--- config.mk ---
export PLATFORM = sky130hd
export DESIGN_NAME = pe_pass_controller
export DESIGN_NICKNAME = d
export VERILOG_FILES = /design/src/rtl/pe_pass_controller.sv
export SDC_FILE = /design/constraint.sdc
export NUM_CORES = 1
export LEC_CHECK = 0
export BUFFER_PORTS_ARGS = -buffer_cell sky130_fd_sc_hd__buf_2
export CORE_AREA = 2 2 224 226
export CTS_CLUSTER_DIAMETER = 80
export DETAILED_ROUTE_END_ITERATION = 10
export DIE_AREA = 0 0 226 228
export PLACE_DENSITY_LB_ADDON = 0.08
export SLEW_MARGIN = 30
export SYNTH_ARGS = -nofsm -noshare
export SYNTH_HDL_FRONTEND = slang
export SYNTH_SLANG_ARGS = --single-unit
export TNS_END_PERCENT = 20
--- constraint.sdc ---
create_clock -name clk -period 4.2 [get_ports clk]
set_clock_uncertainty 0.2 [all_clocks]
set_input_delay 0.63 -clock clk [delete_from_list [all_inputs] [get_ports clk]]
set_output_delay 0.63 -clock clk [all_outputs]
set_load 0.1 [all_outputs]
--- src/rtl/pe_pass_controller.sv ---
// ---------------------------------------------------------------------------
// pe_pass_controller
//
// Sequences one processing pass of a single PE wrapper. On an accepted start
// it latches the pass geometry and the four word counts, enables the PE clock
// gate, loads filter words, then ifmap words, and streams input psums and
// output psums between the upstream/downstream valid-ready channels and the
// PE FIFO ports. A one-cycle done pulse marks the end of the pass.
//
// Ports
//   clk, reset             clock, asynchronous active-low reset
//   start, abort           begin a pass (IDLE only) / synchronous abort
//   cfg_in, cfg_out        packed PE geometry in / latched geometry to the PE
//   n_filter .. n_opsum    word counts for the pass, latched on start
//   pe_enable, pe_busy     PE clock-gate enable / PE busy flag
//   busy, done             controller busy / one-cycle completion pulse
//   filter_*, ifmap_*,     upstream valid-ready channel and PE FIFO push
//   ipsum_*                port for each input stream (data passes through)
//   opsum_fifo_*, pop_opsum  PE opsum FIFO (first-word fall-through)
//   opsum_data/valid/ready downstream opsum channel
// ---------------------------------------------------------------------------
module pe_pass_controller #(
  parameter int DATA_WIDTH_IFMAP  = 16,
  parameter int DATA_WIDTH_FILTER = 64,
  parameter int DATA_WIDTH_PSUM   = 64,
  parameter int CNT_WIDTH         = 16,
  parameter int CFG_WIDTH         = 33
) (
  input  logic                         clk,
  input  logic                         reset,
  input  logic                         start,
  input  logic                         abort,
  input  logic [CFG_WIDTH-1:0]         cfg_in,
  input  logic [CNT_WIDTH-1:0]         n_filter,
  input  logic [CNT_WIDTH-1:0]         n_ifmap,
  input  logic [CNT_WIDTH-1:0]         n_ipsum,
  input  logic [CNT_WIDTH-1:0]         n_opsum,
  output logic [CFG_WIDTH-1:0]         cfg_out,
  output logic                         pe_enable,
  input  logic                         pe_busy,
  output logic                         busy,
  output logic                         done,
  input  logic [DATA_WIDTH_FILTER-1:0] filter_in,
  input  logic                         filter_valid,
  output logic                         filter_ready,
  output logic                         push_filter,
  input  logic                         filter_fifo_full,
  output logic [DATA_WIDTH_FILTER-1:0] filter_out,
  input  logic [DATA_WIDTH_IFMAP-1:0]  ifmap_in,
  input  logic                         ifmap_valid,
  output logic                         ifmap_ready,
  output logic                         push_ifmap,
  input  logic                         ifmap_fifo_full,
  output logic [DATA_WIDTH_IFMAP-1:0]  ifmap_out,
  input  logic [DATA_WIDTH_PSUM-1:0]   ipsum_in,
  input  logic                         ipsum_valid,
  output logic                         ipsum_ready,
  output logic                         push_ipsum,
  input  logic                         ipsum_fifo_full,
  output logic [DATA_WIDTH_PSUM-1:0]   ipsum_out,
  input  logic [DATA_WIDTH_PSUM-1:0]   opsum_fifo_data,
  input  logic                         opsum_fifo_empty,
  output logic                         pop_opsum,
  output logic [DATA_WIDTH_PSUM-1:0]   opsum_data,
  output logic                         opsum_valid,
  input  logic                         opsum_ready
);

  typedef enum logic [2:0] {
    IDLE,
    LOAD_FILTER,
    LOAD_IFMAP,
    STREAM,
    DONE
  } state_t;

  localparam logic [CNT_WIDTH-1:0] CNT_ONE = CNT_WIDTH'(1);

  state_t               state;
  logic [CFG_WIDTH-1:0] cfg_q;
  logic [CNT_WIDTH-1:0] n_filter_q, n_ifmap_q, n_ipsum_q, n_opsum_q;
  logic [CNT_WIDTH-1:0] cnt_filter, cnt_ifmap, cnt_ipsum, cnt_opsum;
  logic                 pe_enable_q, busy_q, done_q;

  logic filter_fire, ifmap_fire, ipsum_fire, opsum_avail, opsum_fire;
  logic filter_last, ifmap_last, stream_complete;

  // Handshake decode. Abort masks every transfer in the cycle it is raised,
  // and the count compare keeps surplus upstream words stalled.
  always_comb begin
    filter_fire = filter_valid & ~filter_fifo_full & ~abort &
                  (state == LOAD_FILTER) & (cnt_filter < n_filter_q);
    ifmap_fire  = ifmap_valid & ~ifmap_fifo_full & ~abort &
                  (state == LOAD_IFMAP) & (cnt_ifmap < n_ifmap_q);
    ipsum_fire  = ipsum_valid & ~ipsum_fifo_full & ~abort &
                  ((state == LOAD_IFMAP) | (state == STREAM)) &
                  (cnt_ipsum < n_ipsum_q);
    opsum_avail = ~opsum_fifo_empty & ~abort & (state == STREAM) &
                  (cnt_opsum < n_opsum_q);
    opsum_fire  = opsum_avail & opsum_ready;

    // The push that brings a count up to its target ends the load phase.
    filter_last = filter_fire & ((cnt_filter + CNT_ONE) == n_filter_q);
    ifmap_last  = ifmap_fire & ((cnt_ifmap + CNT_ONE) == n_ifmap_q);

    // Completion looks only at registered counts, so the final pushes and
    // pops must have landed before the pass can finish.
    stream_complete = (cnt_ipsum == n_ipsum_q) & (cnt_opsum == n_opsum_q) &
                      ~pe_busy;
  end

  assign filter_ready = filter_fire;
  assign push_filter  = filter_fire;
  assign filter_out   = filter_in;
  assign ifmap_ready  = ifmap_fire;
  assign push_ifmap   = ifmap_fire;
  assign ifmap_out    = ifmap_in;
  assign ipsum_ready  = ipsum_fire;
  assign push_ipsum   = ipsum_fire;
  assign ipsum_out    = ipsum_in;
  assign opsum_valid  = opsum_avail;
  assign pop_opsum    = opsum_fire;
  assign opsum_data   = opsum_fifo_data;

  assign cfg_out   = cfg_q;
  assign pe_enable = pe_enable_q;
  assign busy      = busy_q;
  assign done      = done_q;

  // Pass sequencer with registered status outputs. Abort overrides every
  // transition but leaves the latched geometry on cfg_out.
  always_ff @(posedge clk or negedge reset) begin
    if (!reset) begin
      state       <= IDLE;
      cfg_q       <= '0;
      n_filter_q  <= '0;
      n_ifmap_q   <= '0;
      n_ipsum_q   <= '0;
      n_opsum_q   <= '0;
      cnt_filter  <= '0;
      cnt_ifmap   <= '0;
      cnt_ipsum   <= '0;
      cnt_opsum   <= '0;
      pe_enable_q <= 1'b0;
      busy_q      <= 1'b0;
      done_q      <= 1'b0;
    end else if (abort) begin
      state       <= IDLE;
      cnt_filter  <= '0;
      cnt_ifmap   <= '0;
      cnt_ipsum   <= '0;
      cnt_opsum   <= '0;
      pe_enable_q <= 1'b0;
      busy_q      <= 1'b0;
      done_q      <= 1'b0;
    end else begin
      done_q <= 1'b0;
      if (filter_fire) cnt_filter <= cnt_filter + CNT_ONE;
      if (ifmap_fire)  cnt_ifmap  <= cnt_ifmap + CNT_ONE;
      if (ipsum_fire)  cnt_ipsum  <= cnt_ipsum + CNT_ONE;
      if (opsum_fire)  cnt_opsum  <= cnt_opsum + CNT_ONE;

      case (state)
        IDLE: begin
          if (start) begin
            cfg_q       <= cfg_in;
            n_filter_q  <= n_filter;
            n_ifmap_q   <= n_ifmap;
            n_ipsum_q   <= n_ipsum;
            n_opsum_q   <= n_opsum;
            cnt_filter  <= '0;
            cnt_ifmap   <= '0;
            cnt_ipsum   <= '0;
            cnt_opsum   <= '0;
            pe_enable_q <= 1'b1;
            busy_q      <= 1'b1;
            if (n_filter != '0)
              state <= LOAD_FILTER;
            else if (n_ifmap != '0)
              state <= LOAD_IFMAP;
            else
              state <= STREAM;
          end
        end
        LOAD_FILTER: begin
          if (filter_last)
            state <= (n_ifmap_q != '0) ? LOAD_IFMAP : STREAM;
        end
        LOAD_IFMAP: begin
          if (ifmap_last)
            state <= STREAM;
        end
        STREAM: begin
          if (stream_complete) begin
            state  <= DONE;
            done_q <= 1'b1;
          end
        end
        DONE: begin
          state       <= IDLE;
          pe_enable_q <= 1'b0;
          busy_q      <= 1'b0;
        end
        default: begin
          state       <= IDLE;
          pe_enable_q <= 1'b0;
          busy_q      <= 1'b0;
        end
      endcase
    end
  end

endmodule

# --- Yosys cells after proc, flatten, opt, wreduce, memory -nomap -nowiden ---
# Cells that the tools add are included.
word_totals:
  word_cells: 98
  register_bits: 166
op_classes:
  bitwise_logic: 27
  n_reduce_logical: 8
  n_mux: 31
  order_cmp: 4
  eq_ne: 12
  n_addsub: 4
op_table:
  columns: ["op", "n"]
  rows:
  - ["2-to-1 mux 16 bit", 16]
  - ["adder 16 x 1 -> 16 bit, second input constant", 4]
  - ["equality test 16 bit", 4]
  - ["< comparator 16 bit", 4]
  - ["nonzero test 16 bit", 3]
  - ["AND 1 bit", 20]
  - ["2-to-1 mux 3 bit", 5]
  - ["!= test 3 bit, second input constant", 4]
  - ["case mux 3 bit (4 select lines)", 1]
  - ["2-to-1 mux 1 bit", 7]
  - ["equality test 3 x 2 -> 1 bit, second input constant", 2]
  - ["inverter 1 bit", 6]
  - ["AND reduction 4 bit", 1]
  - ["equality test 3 x 1 -> 1 bit, second input constant", 1]
  - ["zero test 3 bit", 1]
  - ["AND reduction 3 bit", 1]
  - ["OR reduction 3 bit", 1]
  - ["2-to-1 mux 2 bit", 1]
  - ["!= test 2 x 1 -> 1 bit, second input constant", 1]
  - ["case mux 1 bit (2 select lines)", 1]
  - ["AND reduction 2 bit", 1]
  - ["OR 1 bit", 1]

# --- Logic depth before layout (Yosys ltp) ---
depth:
  ltp_word: 9
  mapped_depth: 12
  mapped_depth_nobuf: 10

# --- Worst setup path after synthesis ---
# OpenSTA, ideal clock, no wires.
synth_timing:
  kind: "reg2out"
  startpoint: "register cnt_opsum[14]"
  endpoint: "output port opsum_valid"
  slack_ns: -0.140
  required_time_ns: 3.370
  stages_incl_launch_ff: 6
  arrival_ns: 3.510
  cell_sequence: "dfrtp_1 ha_1 a21o_1 a2111oi_4 o41ai_1 nor3b_1"
synth_between:
  elab_chain_cells: 2
synth_lines:
  columns: ["element", "line", "rtl"]
  rows:
  - ["start, declared", "82", "logic [CNT_WIDTH-1:0] cnt_filter, cnt_ifmap, cnt_ipsum, cnt_opsum;"]
  - ["start signal, assigned", "161", "if (opsum_fire) cnt_opsum <= cnt_opsum + CNT_ONE;"]
  - ["< comparator 16 bit", "99", "(cnt_opsum < n_opsum_q);"]
  - ["AND 1 bit", "98", "opsum_avail = ~opsum_fifo_empty & ~abort & (state == STREAM) &"]
  - ["end, declared", "65", "output logic opsum_valid,"]
# Every way passes these cells.

# --- Worst setup path after layout ---
layout_timing:
  startpoint: "register cnt_ipsum[9]"
  endpoint: "output port push_ipsum"
layout_between:
  elab_chain_cells: 2
layout_lines:
  columns: ["element", "line", "rtl"]
  rows:
  - ["start, declared", "82", null]
  - ["start signal, assigned", "160", "if (ipsum_fire) cnt_ipsum <= cnt_ipsum + CNT_ONE;"]
  - ["< comparator 16 bit", "97", "(cnt_ipsum < n_ipsum_q);"]
  - ["AND 1 bit", "96", "((state == LOAD_IFMAP) | (state == STREAM)) &"]
  - ["end, declared", "58", "output logic push_ipsum,"]
# Every way passes these cells.

==> flow_summary_export.csv <==
group,metric,value,unit
run_status,outcome,"finished with violations",
run_status,violations,"negative hold slack",
critical_path,cp-start-kind,"register",
clocking,clock_latency,0.49,ns
yosys,ys_async_sr_fraction,100,%
pwr,ir_worst_vdd,330,uV
sta,hold_viol_final,12,
yosys,netlist.area_leader.share,36.1,%
critical_path,worstPathArrival,3.15,ns
finish,final-seq-area,4150,sq um
finish,nets,1502,
routing,drtAntennaViolNets,0,
place,gp_congestion,0.755,
run,maxCapViolations,0,
floorplan,die_x,226,microns
finish,multi_input_area,5330,sq um
place,io_buffers,153,
yosys,synth.most_common_cell,"buf_4",
clocking,cts_setup_buffers,0,
yosys,synthCells,1189,
floorplan,num_rows,82,
routing,routed_wl,37.4,mm
floorplan,die_h,228,microns
pwr,combPwrFrac,35.7,%
yosys,yosys_warnings,0,
yosys,yosysTopAreaCell,"dfrtp_1",
sta,hold_slack,-0.0418,ns
sta,finalCritPeriodShare,94.8,%
global_routing,grt_use_total,14.9,%
clocking,cts_tree,"done",
yosys,seq_area_frac_synth,36.1,%
clocking,numCtsBuffers,17,
finish,stdcell_area,12100,sq um
yosys,synth-simple-area-share,14.2,%
yosys,avgSynthCellArea,9.69,sq um
routing,vias,8042,
worst_hold_path,hold_path_class,"input port to asynchronous set/reset pin",
critical_path,critPathKind,"register to primary output",
yosys,synth_edf_count,0,
routing,drt-vias-per-instance,4.46,
pwr,intPower,3.45,mW
critical_path,cp-end-kind,"primary output",
floorplan,die_area,51500,sq um
routing,drtIter0Drc,266,
critical_path,cp_slowest_cell,"buf_2",
yosys,yosysUniqueCellTypes,67,
clocking,cts_root_buf,"clkbuf_16",
clocking,clk_pin_slew_worst_paths,0.08,ns
pwr,power_density,497,nW/um^2
yosys,ys_seq_elements,166,
sta,slew_headroom,38.0,%
critical_path,cpLargestDelayFamily,"compound AO/OA/AOI/OAI gates",
yosys,synth_common_cells,"213 x buf_4, 166 x dfrtp_1, 97 x mux2_2",
global_routing,grt_max_degree,88,
place,dpl_cell_area,11500,sq um
sta,setup_viol,0,
pwr,pwr-share-seq,36.6,%
global_routing,grt_pass1_wl,56.3,mm
pwr,cellLeakagePower,5.40,nW
yosys,synth-xor-area-share,4.41,%
critical_path,cp.buffers_inverters,1,
critical_path,crit_chain,"ha_1, a21o_1, a21o_1, a21oi_1, nand2_1, o21a_1, nor2_1, buf_2",
sta,worst_pin_slew,0.923,ns
floorplan,start_util,23.3,%
global_routing,global_route.overflow_total,0,
yosys,yosys-top-cells-area,"dfrtp_1 36%, buf_4 14%, mux2_2 9.5%, ha_1 7.4%, inv_1 2.5%",
place,hpwlAfterDp,28.9,mm
place,place_inst,1769,
clocking,cts_buffer_depth,2,
floorplan,ios,570,
critical_path,critPathMaxFanout,15,
clocking,htree_num_levels,4,
yosys,synth_compound_area_share,9.72,%
sta,setup_ws,0.219,ns
place,dp_slack,0.723,ns
critical_path,crit_required,3.37,ns
pwr,switchingPower,2.57,mW
sta,clock.fmax,0.251,GHz
finish,stdcell_count,1802,
pwr,p_clk_share,27.7,%
yosys,synth_fa_ha_area_share,7.38,%
yosys,synth_ff_type,"dfrtp_1",
sta,post-route-min-period,3.98,ns
yosys,muxShareOfSynthArea,10.3,%
routing,drc,0,
floorplan,core_area,49300,sq um
routing,wl_per_cell,20.8,microns
finish,layout-drive-gt1-share,27.6,%
critical_path,cp_common_cell,"a21o_1",
critical_path,critical_path.max_stage_delay,0.52,ns
clocking,clock_sinks,166,
routing,dr.pass1.iters,4,
sta,fin_tns_setup,0,ns
yosys,netlist_area,11500,sq um
finish,fillers,5324,
sta,rsz0062_at_grt,"true",
yosys,synth_fp_nets,1575,
pwr,p_sw_share,42.7,%
finish,area_growth,5.16,%
global_routing,grt_pass1_vias,8505,
global_routing,antenna_found_initial,2,
sta,final-max-slew-violation-count,0,
yosys,synth_top_family_by_area,"buffers and inverters",
## worst reg2reg max path, stage by stage, from the launching register on
cell	delay [ns]
dfrtp_1	0.43
inv_1	0.07
ha_1	0.28
nor2b_1	0.13
o211ai_1	0.16
a211oi_1	0.11
or4b_1	0.53
a21o_1	0.19
buf_4	0.21
or4_1	0.60
mux2i_1	0.14
## layout by cell type (no fill, tap or decap), types with 30 or more instances in the layout
master,instances
a21oi_1,54
buf_2,150
dfrtp_1,166
ha_1,68
inv_1,77
mux2_2,97
nand2_1,54
nand3_1,30
nand4_1,33
nor2_1,44
xnor2_1,33
## power groups by stage
stage | clock (mW) | combinational (mW) | sequential (mW)
2_1_floorplan | 0 | 1.80 | 2.98
3_3_place_gp | 0 | 2.17 | 2.24
3_5_place_dp | 0 | 2.17 | 2.25
4_1_cts | 1.76 | 2.18 | 2.22
5_1_grt | 1.82 | 2.32 | 2.27
6_report | 1.67 | 2.15 | 2.21
## flip-flops by register name, summed over array words and instances, names as in the netlist, 3 cells and up
name,cells
n_filter_q,16
n_opsum_q,16
cnt_ipsum,16
cfg_out,33
n_ifmap_q,16
cnt_ifmap,16
n_ipsum_q,16
cnt_opsum,16
cnt_filter,16
state,3
## cells by family after synthesis
logic type / count (synthesis)
adder cells (fa/ha/maj): 68
AO/OA/AOI/OAI: 167
buffers and inverters: 335
flip-flops: 166
AND/OR/NAND/NOR: 289
XOR/XNOR: 58
multiplexers: 106
## through the flow
stage          hold slack [ns]  utilization, %  power, mW
2_1_floorplan            0.134               -       4.79
3_3_place_gp             0.283            23.3       4.41
3_5_place_dp             0.287            23.4       4.42
4_1_cts                 0.0145            24.5       6.17
5_1_grt                 0.0228            24.5       6.41
6_report               -0.0418            24.6       6.02
## per-layer routing
layer	up-vias	GRT usage, %	routed length [microns]
met3	108	8.10	3780
met4	6	6.62	1330
met2	259	20.9	15600
met5	-	1.23	92
met1	3845	18.6	16600
li1	3824	-	-
## path summary, 6_finish.rpt
| path | start | endpoint | slack (ns) | cells past startpoint |
|---|---|---|---|---|
| max | cnt_ipsum[9] | push_ipsum | 0.22 | 8 |
| min in group clk | cfg_in[29] | cfg_out[29] | 0.16 | 2 |
| min | reset | cfg_out[29] | -0.04 | 1 |
| min reg2reg | cfg_out[6] | cfg_out[6] | 0.30 | 1 |
| max reg2reg | n_ifmap_q[1] | cnt_ifmap[13] | 1.04 | 10 |
| max in group asynchronous | reset | n_ipsum_q[4] | 2.90 | 2 |
## final cells by class
class                   instances  area share [%]
diodes                          1          0.0207
flip-flops and latches        166            34.3
clock buffers                  18            3.62
multi-input cells             688            44.0
inverters                      77            2.39
repair buffers                166            7.55
clock inverters                14            1.24
well taps                     672            6.94
## timing repair
item,in CTS,in global routing
endpoints found under the setup margin,0,2
hold buffers,0,0
resized for setup,0,0
No activity file was read; power rests on OpenSTA's default activity.
